`config.mk`:
```
export PLATFORM = sky130hd
export DESIGN_NAME = imem_arbiter
export DESIGN_NICKNAME = d
export VERILOG_FILES = /design/src/rtl/imem_arbiter.sv
export SDC_FILE = /design/constraint.sdc
export NUM_CORES = 1
export LEC_CHECK = 0
export ABC_AREA = 1
export CORE_MARGIN = 2
export CORE_UTILIZATION = 30
export DETAILED_ROUTE_END_ITERATION = 6
export PLACE_DENSITY_LB_ADDON = 0.1
export SYNTH_ARGS = -nofsm -noshare
export SYNTH_HDL_FRONTEND = slang
export SYNTH_SLANG_ARGS = --single-unit
```
`constraint.sdc`:
```
create_clock -name CLK -period 2.2 [get_ports CLK]
set_input_delay 0.44 -clock CLK [delete_from_list [all_inputs] [get_ports CLK]]
set_output_delay 0.44 -clock CLK [all_outputs]
set_load 0.02 [all_outputs]
```
`src/rtl/imem_arbiter.sv`:
```
// imem_arbiter: round-robin instruction-fetch arbiter in front of a single shared RAM read port.
// Ports:
//   CLK, RST          clock (rising edge) and synchronous active-high reset
//   iREN[CPUS]        per-CPU fetch request, held until that CPU's iwait goes low
//   iaddr[CPUS*32]    per-CPU fetch address, CPU k at [32k+31:32k]
//   iwait[CPUS]       per-CPU wait, low only in the completion cycle
//   iload[CPUS*32]    per-CPU fetch data, valid while that CPU's iwait is low
//   ramREN, ramaddr   RAM read request and address
//   ramload, ramstate RAM read data and status (0 FREE, 1 BUSY, 2 ACCESS, 3 ERROR)
module imem_arbiter #(
    parameter int          CPUS    = 2,
    parameter int          TIMEOUT = 16,
    parameter logic [31:0] BAD     = 32'hBAD1BAD1
) (
    input  logic                CLK,
    input  logic                RST,
    input  logic [CPUS-1:0]     iREN,
    input  logic [CPUS*32-1:0]  iaddr,
    output logic [CPUS-1:0]     iwait,
    output logic [CPUS*32-1:0]  iload,
    output logic                ramREN,
    output logic [31:0]         ramaddr,
    input  logic [31:0]         ramload,
    input  logic [1:0]          ramstate
);
    localparam int OW = CPUS > 1 ? $clog2(CPUS) : 1;
    localparam int CW = $clog2(TIMEOUT + 1);

    typedef enum logic {IDLE, BUSY} state_t;

    state_t        state_q, state_d;
    logic [OW-1:0] owner_q, owner_d;
    logic [OW-1:0] rr_q, rr_d;
    logic [31:0]   addr_q, addr_d;
    logic [CW-1:0] count_q, count_d;
    logic          busy, access, tmo, done, grant;
    logic [OW-1:0] win, rr_next;

    assign busy    = state_q == BUSY;
    assign access  = ramstate == 2'd2;
    assign tmo     = count_q == CW'(TIMEOUT - 1);
    assign done    = busy && (access || tmo);
    assign rr_next = int'(owner_q) == CPUS - 1 ? '0 : owner_q + 1'b1;

    // Scan downward so the requester closest to rr (offset 0) is the last to write win.
    always_comb begin
        grant = 1'b0;
        win   = '0;
        for (int i = CPUS - 1; i >= 0; i--) begin
            if (iREN[(int'(rr_q) + i) % CPUS]) begin
                grant = 1'b1;
                win   = OW'((int'(rr_q) + i) % CPUS);
            end
        end
    end

    // Completion, timeout and withdrawal all end the transaction; only the first two answer the CPU.
    always_comb begin
        state_d = state_q;
        owner_d = owner_q;
        rr_d    = rr_q;
        addr_d  = addr_q;
        count_d = count_q;
        if (!busy && grant) begin
            state_d = BUSY;
            owner_d = win;
            addr_d  = iaddr[int'(win)*32 +: 32];
            count_d = '0;
        end else if (busy) begin
            state_d = done || !iREN[owner_q] ? IDLE : BUSY;
            rr_d    = done || !iREN[owner_q] ? rr_next : rr_q;
            count_d = done || !iREN[owner_q] ? count_q : count_q + 1'b1;
        end
    end

    always_comb begin
        iwait   = '1;
        iload   = '0;
        ramREN  = busy;
        ramaddr = busy ? addr_q : '0;
        if (done) begin
            iwait[owner_q]                 = 1'b0;
            iload[int'(owner_q)*32 +: 32] = access ? ramload : BAD;
        end
    end

    always_ff @(posedge CLK) begin
        if (RST) begin
            state_q <= IDLE;
            owner_q <= '0;
            rr_q    <= '0;
            addr_q  <= '0;
            count_q <= '0;
        end else begin
            state_q <= state_d;
            owner_q <= owner_d;
            rr_q    <= rr_d;
            addr_q  <= addr_d;
            count_q <= count_d;
        end
    end
endmodule

```
# Yosys cells after proc, flatten, opt, wreduce, memory -nomap -nowiden
# Cells that the tools add are included.
word_totals:
  register_bits: 40
  latch_bits: 0
  ramBits: 0
  romBits: 0
  inputBits: 102
  output_inout_bits: 99
  word_cells: 54
  n_memories: 0
op_classes:
  addsub: 4
  multipliers: 0
  n_div: 0
  order_cmp: 4
  eq_ne: 2
  shifts: 3
  n_mux: 21
  bitwise: 5
  n_reduce_logical: 10
ops:
  columns: ["cell", "count"]
  rows:
  - ["$and 64x64->64", 1]
  - ["$mux 32", 2]
  - ["$mux 64", 1]
  - ["$shift 32x33->64 const A", 1]
  - ["$shiftx 32x33->64", 1]
  - ["$shiftx 64x7->32", 1]
  - ["$neg 6->33", 1]
  - ["$mux 1", 16]
  - ["$add 5x1->5 const B", 1]
  - ["$eq 5x4->1 const B", 1]
  - ["$lt 1x2->1 const B", 2]
  - ["$logic_and 1x1->1", 3]
  - ["$lt 2x3->1 const B", 1]
  - ["$reduce_and 3->1", 1]
  - ["$add 1x1->1 const B", 2]
  - ["$eq 2x2->1 const B", 1]
  - ["$logic_not 1->1", 2]
  - ["$logic_or 1x1->1", 2]
  - ["$mux 2", 1]
  - ["$not 1->1", 2]
  - ["$not 2->2", 1]
  - ["$reduce_and 2->1", 1]
  - ["$reduce_or 2->1", 1]
  - ["$and 1x1->1 const A", 1]
  - ["2 further kinds", 2]

# Longest topological paths before layout
# Gate-level depths: netlist of run 1.
logic_depth:
  word_depth: 10
  ltp_mapped: 10

# Least setup slack after synthesis of run 1
# Ideal clock, no wire load.
synth_timing:
  path_type: "register to output"
  from: "register count_q[0]"
  to: "output port iload[54]"
  arrival_time_ns: 1.554
  t_required_ns: 1.760
  path_slack_ns: 0.206
  stages_incl_launch_ff: 10
  path_cell_list: "dfxtp_1 -> ha_1 -> inv_1 -> nor3_1 -> ha_1 -> o21ai_1 -> inv_2 -> nand2_4 -> buf_6 -> nor2_1"
synth_between:
  elab_chain_len: 4
synth_rtl:
  columns: ["element", "line", "text"]
  rows:
  - ["from (decl)", "35", "logic [CW-1:0] count_q, count_d;"]
  - ["from (signal assigned)", "99", "count_q <= count_d;"]
  - ["$eq 5x4->1", "41", "assign tmo = count_q == CW'(TIMEOUT - 1);"]
  - ["$logic_or 1x1->1", "42", "assign done = busy && (access || tmo);"]
  - ["$logic_and 1x1->1", "42", null]
  - ["$mux 64", "81", "if (done) begin"]
  - ["to (decl)", "20", "output logic [CPUS*32-1:0] iload,"]
# Every way passes these cells.

# Final worst setup path of run 1
layout_timing:
  from: "register count_q[0]"
  to: "output port iload[33]"
# The elaborated chain is that of the path after synthesis.

==> results of run 1 <==
## final cells by class
class                      count  area, sq um  share of cell area [%]
multi-input combinational    306         1710                    34.0
inverter                      48          186                    3.72
clock buffer                   8         90.1                    1.80
sequential                    40          805                    16.0
tap                          105          131                    2.62
timing repair buffer         216         2100                    41.8
## worst max-delay path, stage by stage (launching register included)
cell	delay [ns]
dfxtp_2	0.36
ha_4	0.14
inv_2	0.03
nor3_2	0.10
ha_2	0.21
o21ai_2	0.06
inv_2	0.10
clkbuf_16	0.19
nand2_8	0.10
nor2_2	0.14
buf_4	0.15
## worst paths after layout
check / from / end / slack [ns] / cells past startpoint
setup / recovery: count_q[0] / iload[33] / -0.13 / 10
hold / removal: addr_q[14] / addr_q[14] / 0.46 / 2
setup reg to reg: count_q[0] / count_q[4] / 0.25 / 13
hold reg to reg: addr_q[14] / addr_q[14] / 0.46 / 2
## placed cells by master, fill, tap and decap left out, types with 6 or more instances in the layout
cell	n
clkbuf_8	6
dfxtp_1	37
nor2_2	23
a21oi_1	7
o21ai_1	38
buf_4	51
o21ai_0	26
buf_6	29
nand2_1	96
inv_1	40
nor2_4	25
nand2_8	7
clkdlybuf4s50_1	134
nor2_1	70
## synth_stat cells (all sizes together)
cell type,number
nor2,118
nand2,100
o21ai,66
inv,47
dfxtp,40
buf,20
a21oi,7
clkbuf,4
ha,2
nand3,2
xor2,2
clkinv,1
nor3,1
o32ai,1
## power groups by stage
stage,combinational [W],clock [W],sequential [W]
after floorplan,0.000297,0,0.000834
after global placement,0.000605,0,0.000837
after detailed placement,0.000610,0,0.000839
after CTS,0.000631,0.000526,0.000828
after global routing,0.000715,0.000549,0.000842
final,0.000658,0.000507,0.000831
## cell families after synthesis
logic type	synth area share, %
compound gates	15.5
flops	32.1
simple gates	35.6
xor+xnor	0.703
fa+ha+maj	1.00
buf+inv	15.1
## state kept, by name, indices dropped and copies added (netlist names)
name     flops
rr_q         1
addr_q      32
owner_q      1
ramREN       1
count_q      5
## layer usage
metal	vias to the layer above	global-route usage, %	part of all wire [%]	routed length [microns]
met2	143	40.1	51	5350
met1	1544	20.7	36	3780
met5	-	0	0	0
li1	1676	-	-	-
met3	22	6.32	9.4	985
met4	0	7.37	3.0	312
## timing repair
action / in CTS / in global routing
resized for setup: 381 / 61
cloned: 3 / 5
setup buffers: 2 / 1
pin swaps: 5 / 4
hold buffers: 0 / 0
endpoints found under the setup margin: 67 / 84
## metrics by stage
stage                     TNS (ns)  cell area, sq um
final                        -5.77              5010
after global routing        -12.32              5010
after CTS                    -5.65              4710
after detailed placement    -31.43              4520
after global placement      -30.41              4520
after floorplan                  0              2490
==> impl_metrics.env, run 1 <==
export IMPL_hold_viol=0
export IMPL_syn_area_per_cell_sq_um=6.06
export IMPL_drtIter0Drc=90
export IMPL_tritoncts="built"
export IMPL_io_pins=201
export IMPL_comb_power_share_pct=33.0
export IMPL_via_per_inst=4.68
export IMPL_wl_mm=10.4
export IMPL_tightest_slew_ns=0.642
export IMPL_cts_made_buffers=5
export IMPL_yosysSeqAreaShare_pct=32.1
export IMPL_seqPwrFrac_pct=41.6
export IMPL_status="finished with violations"
export IMPL_dpl_hpwl_mm=7.01
export IMPL_grt_max_degree=34
export IMPL_timing_setup_critical_path_class="flip-flop to output port"
export IMPL_ys_warn_count=0
export IMPL_clockRootBuffer="clkbuf_8"
export IMPL_globalRouteTotalUtil_pct=20.8
export IMPL_cp_required_ns=1.76
export IMPL_drt_wirelength_per_cell_microns=14.4
export IMPL_violations="setup timing"
export IMPL_post_route_min_period_ns=2.33
export IMPL_cts_buffer_depth=2
export IMPL_preCtsSetupSlack_ns=-0.582
export IMPL_setup_ws_ns=-0.132
export IMPL_yosysTopAreaCellShare_pct=32.1
export IMPL_grt_first_pass_wirelength_mm=14.7
export IMPL_die_w_microns=95.1
export IMPL_insertion_delay_ns=0.29
export IMPL_start_util_pct=30.6
export IMPL_syn_nets=515
export IMPL_grt_pass1_vias=3082
export IMPL_n_antenna_cell=0
export IMPL_rsz0062_at_grt="true"
export IMPL_p_sw_w=0.000624
export IMPL_core_sq_um=8130
export IMPL_vdd_drop_max_mv=0.306
export IMPL_drc=0
export IMPL_fp_dieArea_sq_um=9050
export IMPL_drtPass1Iterations=4
export IMPL_finalPower_w=0.00200
export IMPL_p_sw_share_pct=31.3
export IMPL_fin_cells=723
export IMPL_fmax_ghz=0.429
export IMPL_gp_congestion=0.745
export IMPL_path_max_fanout=8
export IMPL_p_leak_nw=2.23
export IMPL_port_buffers=200
export IMPL_finalSetupViolCount=66
export IMPL_cp_arrival_ns=1.89
export IMPL_clkTransAtPathRegs_ns=0.08
export IMPL_fin_skew_ns=0.00507
export IMPL_syn_to_final_growth_pct=101
export IMPL_drive_above_1_share_pct=26.5
export IMPL_vias=3385
export IMPL_syn_cell_area_sq_um=2490
export IMPL_rows=33
export IMPL_utilization_pct=61.6
export IMPL_worstSetupEndpointType="output port"
export IMPL_cts_sinks=40
export IMPL_p_int_w=0.00137
export IMPL_yosysUniqueCellTypes=24
export IMPL_ant_nets=0
export IMPL_timing_hold_ws_ns=0.457
export IMPL_h_tree_depth=2
export IMPL_fin_nets=721
export IMPL_synthTopCellsByArea="dfxtp_1, nor2_1, nand2_1, o21ai_1, inv_1"
export IMPL_overflow=0
export IMPL_drv_cap=0
export IMPL_synthCells=411
export IMPL_period_share_pct=106
export IMPL_die_y_microns=95.1
export IMPL_synth_largest_area_cell="dfxtp_1"
export IMPL_power_density_nw_per_um2=398
export IMPL_p_clk_share_pct=25.4
export IMPL_synth_seq_cells=40
export IMPL_start_kind="flip-flop"
export IMPL_post_place_cells=704
export IMPL_antenna_found_initial=0
export IMPL_final_max_slew_viol_count=0
export IMPL_fillCellCount=724
export IMPL_slew_headroom_pct=57.1
export IMPL_hold_class="flip-flop to flip-flop"
(Power assumes the default switching activity.)
==> run 2: changes to the inputs <==
==> constraint.sdc (replaced) <==
create_clock -name CLK -period 2.7 [get_ports CLK]
set_input_delay 0.54 -clock CLK [delete_from_list [all_inputs] [get_ports CLK]]
set_output_delay 0.54 -clock CLK [all_outputs]
set_load 0.02 [all_outputs]
==> run 2 against run 1 <==
The run now ends clean. Clock power is 18% lower. Cell count down 2.1%. Combinational power is 26% lower. Setup slack better by 0.20 ns. Core utilization shrank 8.6 points. Largest cell class unchanged. Highest routed layer unchanged.
==> impl_metrics.env, run 2 (synthesis gave the netlist of run 1 again) <==
export IMPL_status="finished clean"
export IMPL_mostFrequentLayoutCells="clkdlybuf4s50_1, nor2_1, nand2_1, clkbuf_2, inv_1"
export IMPL_reg2reg_depth=9
export IMPL_hold_class="flip-flop to flip-flop"
export IMPL_p_leak_nw=2.09
export IMPL_post_route_min_period_ns=2.63
export IMPL_timing_setup_critical_path_class="flip-flop to output port"
export IMPL_io_pins=201
export IMPL_hold_viol=0
export IMPL_n_antenna_cell=0
export IMPL_mostFrequentLayoutCell="clkdlybuf4s50_1"
export IMPL_drv_cap=0
export IMPL_grt_util_met1_pct=20.2
export IMPL_path_max_fanout=33
export IMPL_ant_nets=0
export IMPL_die_w_microns=95.1
export IMPL_path_cells="ha_1, inv_1, nor3_1, ha_1, o21ai_1, inv_2, nand2_8, nor2_1, clkdlybuf4s15_2"
export IMPL_slew_headroom_pct=61.8
export IMPL_preCtsSetupSlack_ns=-0.292
export IMPL_vdd_drop_max_mv=0.222
export IMPL_fp_dieArea_sq_um=9050
export IMPL_worstSetupEndpointType="output port"
export IMPL_tritoncts="built"
export IMPL_fin_skew_ns=0.00253
export IMPL_start_kind="flip-flop"
export IMPL_met2_usage_pct=37.0
export IMPL_antenna_found_initial=0
export IMPL_fmax_ghz=0.381
export IMPL_cp_arrival_ns=2.09
export IMPL_slowest_delay_ns=0.36
export IMPL_critPathTopFamily="buffers and inverters"
export IMPL_core_sq_um=8130
export IMPL_cp_required_ns=2.16
export IMPL_drive_above_1_share_pct=16.3
export IMPL_grt_max_degree=34
export IMPL_largest_register_ffs=32
export IMPL_final_max_slew_viol_count=0
export IMPL_vias=3185
export IMPL_multi_input_area_sq_um=1340
export IMPL_hp_start="addr_q[21]"
export IMPL_r2r_end="count_q[0]"
export IMPL_regMostFlops="addr_q"
export IMPL_gp_congestion=0.752
export IMPL_crit_top_cell="ha_1"
export IMPL_reg_largest_list="addr_q x32, count_q x5"
export IMPL_regArea_sq_um=801
export IMPL_busiest_layer="met2"
export IMPL_drt_wirelength_per_cell_microns=12.9
export IMPL_h_tree_depth=2
export IMPL_dpl_hpwl_mm=6.93
export IMPL_tightest_slew_ns=0.572
export IMPL_clkTransAtPathRegs_ns=0.08
export IMPL_grt_first_pass_wirelength_mm=13.9
export IMPL_drtPass1Iterations=4
export IMPL_finalSetupViolCount=0
export IMPL_fillCellCount=853
export IMPL_drtIter0Drc=108
export IMPL_syn_to_final_growth_pct=73.2
export IMPL_cts_buffer_depth=2
export IMPL_cts_made_buffers=5
export IMPL_fin_setup_tns_ns=0
export IMPL_period_share_pct=97.3
export IMPL_r2r_slack_ns=1.07
export IMPL_worstReg2RegStart="count_q[0]"
export IMPL_fin_nets=706
export IMPL_overflow=0
export IMPL_grt_pass1_vias=2961
export IMPL_globalRouteTotalUtil_pct=19.5
export IMPL_hold_path_end="addr_q[21]"
export IMPL_path_buf_inv=3
export IMPL_setup_ws_ns=0.0720
export IMPL_rsz0062_at_grt="true"
export IMPL_via_per_inst=4.50
export IMPL_wl_mm=9.10
export IMPL_power_density_nw_per_um2=364
export IMPL_die_y_microns=95.1
export IMPL_port_buffers=200
export IMPL_critPathSlowestCell="dfxtp_1"
export IMPL_rows=33
export IMPL_hold_depth=2
export IMPL_cts_sinks=40
export IMPL_insertion_delay_ns=0.29
export IMPL_drc=0
export IMPL_clockRootBuffer="clkbuf_8"
export IMPL_start_util_pct=30.6
export IMPL_grtUsageMet3_pct=5.30
## run 2: what timing repair did
item	in CTS	in global routing
resized for setup	76	124
buffers inserted	0	0
hold buffers	0	0
endpoints found under the setup margin	66	66
pin swaps	0	1
## run 2: worst max-delay path by stage
stage | startpoint | end | depth (start not counted)
finish | count_q[1] | iload[63] | 9
global placement | ramstate[1] | iload[24] | 8
detailed placement | ramstate[1] | iload[24] | 8
CTS | count_q[1] | iload[15] | 9
global route | count_q[1] | iload[63] | 9
floorplan | count_q[0] | iload[54] | 9
## run 2: metal layers
metal / wire length (microns) / vias to the layer above
met5: 0 / -
met4: 254 / 0
met3: 949 / 15
met2: 4520 / 139
met1: 3380 / 1398
li1: - / 1633
## run 2: layout make-up
type / instances / area share (%)
clock buffer: 8 / 2.09
multi-input combinational: 299 / 31.1
inverter: 48 / 4.32
tap: 105 / 3.04
timing repair buffer: 208 / 40.9
sequential: 40 / 18.6
## run 2: worst reg2reg max path, cell delays in order (launching register included)
cell	delay, ns
dfxtp_1	0.32
ha_1	0.21
inv_1	0.06
nor3_1	0.04
ha_1	0.20
a21oi_1	0.21
nand3_2	0.19
inv_2	0.14
nand2_1	0.06
a21oi_1	0.13
## run 2: metrics by stage
step	cell area, sq um	std cells	utilization [%]	hold WS [ns]	total power (W)
final	4320	708	53.1	0.457	0.00157
after CTS	4540	708	55.9	0.460	0.00159
after floorplan	2490	411	-	0.428	0.000921
after global placement	4510	700	55.4	0.444	0.00118
after global routing	4320	708	53.1	0.480	0.00167
after detailed placement	4510	700	55.4	0.449	0.00118
## run 2: power breakdown
| group | leakage [nW] | internal [W] | switching [W] | total, W |
|---|---|---|---|---|
| Sequential | 0.330 | 0.000643 | 0.0000281 | 0.000671 |
| Combinational | 1.71 | 0.000245 | 0.000240 | 0.000485 |
| Clock | 0.0455 | 0.000209 | 0.000205 | 0.000414 |
| Total | 2.09 | 0.00110 | 0.000473 | 0.00157 |
==> run 3: changes to the inputs <==
--- a/config.mk
+++ b/config.mk
@@ -9,7 +9,7 @@
 export CORE_MARGIN = 2
 export CORE_UTILIZATION = 30
 export DETAILED_ROUTE_END_ITERATION = 6
-export PLACE_DENSITY_LB_ADDON = 0.1
+export PLACE_DENSITY = 0.75
 export SYNTH_ARGS = -nofsm -noshare
 export SYNTH_HDL_FRONTEND = slang
 export SYNTH_SLANG_ARGS = --single-unit
==> run 3 against run 2 <==
Sequential power about the same. Setup slack improved by 0.070 ns. Cell count unchanged. Flip-flop and latch count unchanged. Cell area about the same. Fmax increased by 2.7%. Worst hold slack about the same. Critical endpoint is now iwait[1]. Highest routed layer unchanged.
==> impl_metrics.env, run 3 (synthesis gave the netlist of run 1 again) <==
export IMPL_status="finished clean"
export IMPL_grt_max_degree=34
export IMPL_regMostFlops="addr_q"
export IMPL_utilization_pct=53.1
export IMPL_core_sq_um=8130
export IMPL_post_cts_buffers=0
export IMPL_drtIter0Drc=117
export IMPL_tightest_slew_ns=0.626
export IMPL_via_per_inst=4.65
export IMPL_start_kind="flip-flop"
export IMPL_wl_mm=9.31
export IMPL_seqPwrFrac_pct=44.1
export IMPL_worstReg2RegStart="count_q[1]"
export IMPL_cts_sinks=40
export IMPL_vias=3289
export IMPL_mostFrequentLayoutCell="clkdlybuf4s50_1"
export IMPL_die_y_microns=95.1
export IMPL_p_sw_w=0.000465
export IMPL_fillCellCount=774
export IMPL_hold_buffers=0
export IMPL_worstSetupEndpointType="output port"
export IMPL_cp_arrival_ns=2.02
export IMPL_fin_cells=708
export IMPL_p_leak_nw=2.09
export IMPL_drc=0
export IMPL_drv_cap=0
export IMPL_clkTransAtPathRegs_ns=0.07
export IMPL_vdd_drop_max_mv=0.200
export IMPL_start_util_pct=30.6
export IMPL_setup_ws_ns=0.142
export IMPL_antenna_found_initial=0
export IMPL_drive_above_1_share_pct=16.6
export IMPL_timing_hold_ws_ns=0.457
export IMPL_timing_setup_critical_path_class="flip-flop to output port"
export IMPL_fmax_ghz=0.391
export IMPL_syn_to_final_growth_pct=73.3
export IMPL_power_density_nw_per_um2=354
export IMPL_gp_congestion=0.729
export IMPL_cts_buffer_depth=2
export IMPL_fin_skew_ns=0.00379
export IMPL_path_max_fanout=16
export IMPL_cp_required_ns=2.16
export IMPL_post_place_cells=699
export IMPL_mostFrequentLayoutCells="clkdlybuf4s50_1, nor2_1, nand2_1, clkbuf_2, inv_1"
export IMPL_overflow=0
export IMPL_hp_start="addr_q[16]"
export IMPL_grt_first_pass_wirelength_mm=13.6
export IMPL_comb_power_share_pct=31.8
export IMPL_p_sw_share_pct=30.4
export IMPL_h_tree_depth=2
export IMPL_design_area_sq_um=4320
export IMPL_fp_dieArea_sq_um=9050
export IMPL_cts_made_buffers=5
export IMPL_final_max_slew_viol_count=0
export IMPL_io_pins=201
export IMPL_insertion_delay_ns=0.28
export IMPL_preCtsSetupSlack_ns=-0.223
export IMPL_largest_register_ffs=32
export IMPL_p_int_w=0.00106
export IMPL_grt_pass1_vias=2913
export IMPL_clockRootBuffer="clkbuf_8"
export IMPL_rsz0062_at_grt="false"
export IMPL_tritoncts="built"
export IMPL_hold_class="flip-flop to flip-flop"
export IMPL_post_route_min_period_ns=2.56
export IMPL_crit_start="count_q[1]"
export IMPL_slew_headroom_pct=58.2
export IMPL_dpl_hpwl_mm=7.03
export IMPL_regArea_sq_um=801
export IMPL_hold_viol=0
export IMPL_rows=33
export IMPL_fin_nets=707
export IMPL_n_antenna_cell=0
export IMPL_multi_input_area_sq_um=1370
export IMPL_postPlaceCellArea_sq_um=4490
export IMPL_port_buffers=200
export IMPL_period_share_pct=94.7
export IMPL_drtPass1Iterations=4
export IMPL_globalRouteTotalUtil_pct=19.0
export IMPL_ant_nets=0
export IMPL_p_clk_share_pct=24.1
export IMPL_die_w_microns=95.1
export IMPL_drt_wirelength_per_cell_microns=13.2
export IMPL_reg_largest_list="addr_q x32, count_q x5"
export IMPL_finalSetupViolCount=0
[run 3: area by class of cell]
type / count / area share (%)
well taps: 105 / 3.04
multi-input cells: 301 / 31.8
repair buffers: 207 / 40.2
flip-flops and latches: 40 / 18.6
clock buffers: 6 / 1.68
inverters: 48 / 4.64
clock inverters: 1 / 0.116
[run 3: critical path, stage by stage, from the launching register on]
cell           delay (ns)
dfxtp_1              0.36
ha_1                 0.19
inv_1                0.06
nor3_2               0.12
ha_2                 0.21
o21ai_1              0.07
bufinv_8             0.25
nand2_8              0.12
dlygate4sd2_1        0.36
[run 3: power groups by stage]
stage	clock network (W)	registers [W]	logic (W)
after floorplan	0	0.000679	0.000242
after global placement	0	0.000682	0.000487
after detailed placement	0	0.000684	0.000495
final	0.000368	0.000673	0.000486
after global routing	0.000404	0.000679	0.000532
after CTS	0.000387	0.000671	0.000488
[run 3: through the flow]
stage	power, W	TNS, ns
floorplan	0.000921	0
global placement	0.00117	-9.78
detailed placement	0.00118	-12.24
CTS	0.00155	0
global route	0.00162	0
finish	0.00153	0
[run 3: path summary, 6_finish.rpt]
check | end | slack [ns] | cells past startpoint
max reg2reg | count_q[4] | 1.05 | 10
min reg2reg | addr_q[16] | 0.46 | 2
min | addr_q[16] | 0.46 | 2
max | iwait[1] | 0.14 | 8
[run 3: per-layer routing]
metal / share of wire, % / vias to the layer above / global-route usage [%]
li1: - / 1633 / -
met1: 37 / 1496 / 19.2
met2: 51 / 142 / 36.3
met3: 9.4 / 18 / 4.82
met4: 3.2 / 0 / 8.09
met5: 0 / - / 0
[run 3: timing repair]
| item | 4_1_cts | 5_1_grt |
|---|---|---|
| pin swaps | 0 | 1 |
| gates cloned | 0 | 2 |
| resized for setup | 88 | 119 |
| endpoints found under the setup margin | 66 | 66 |
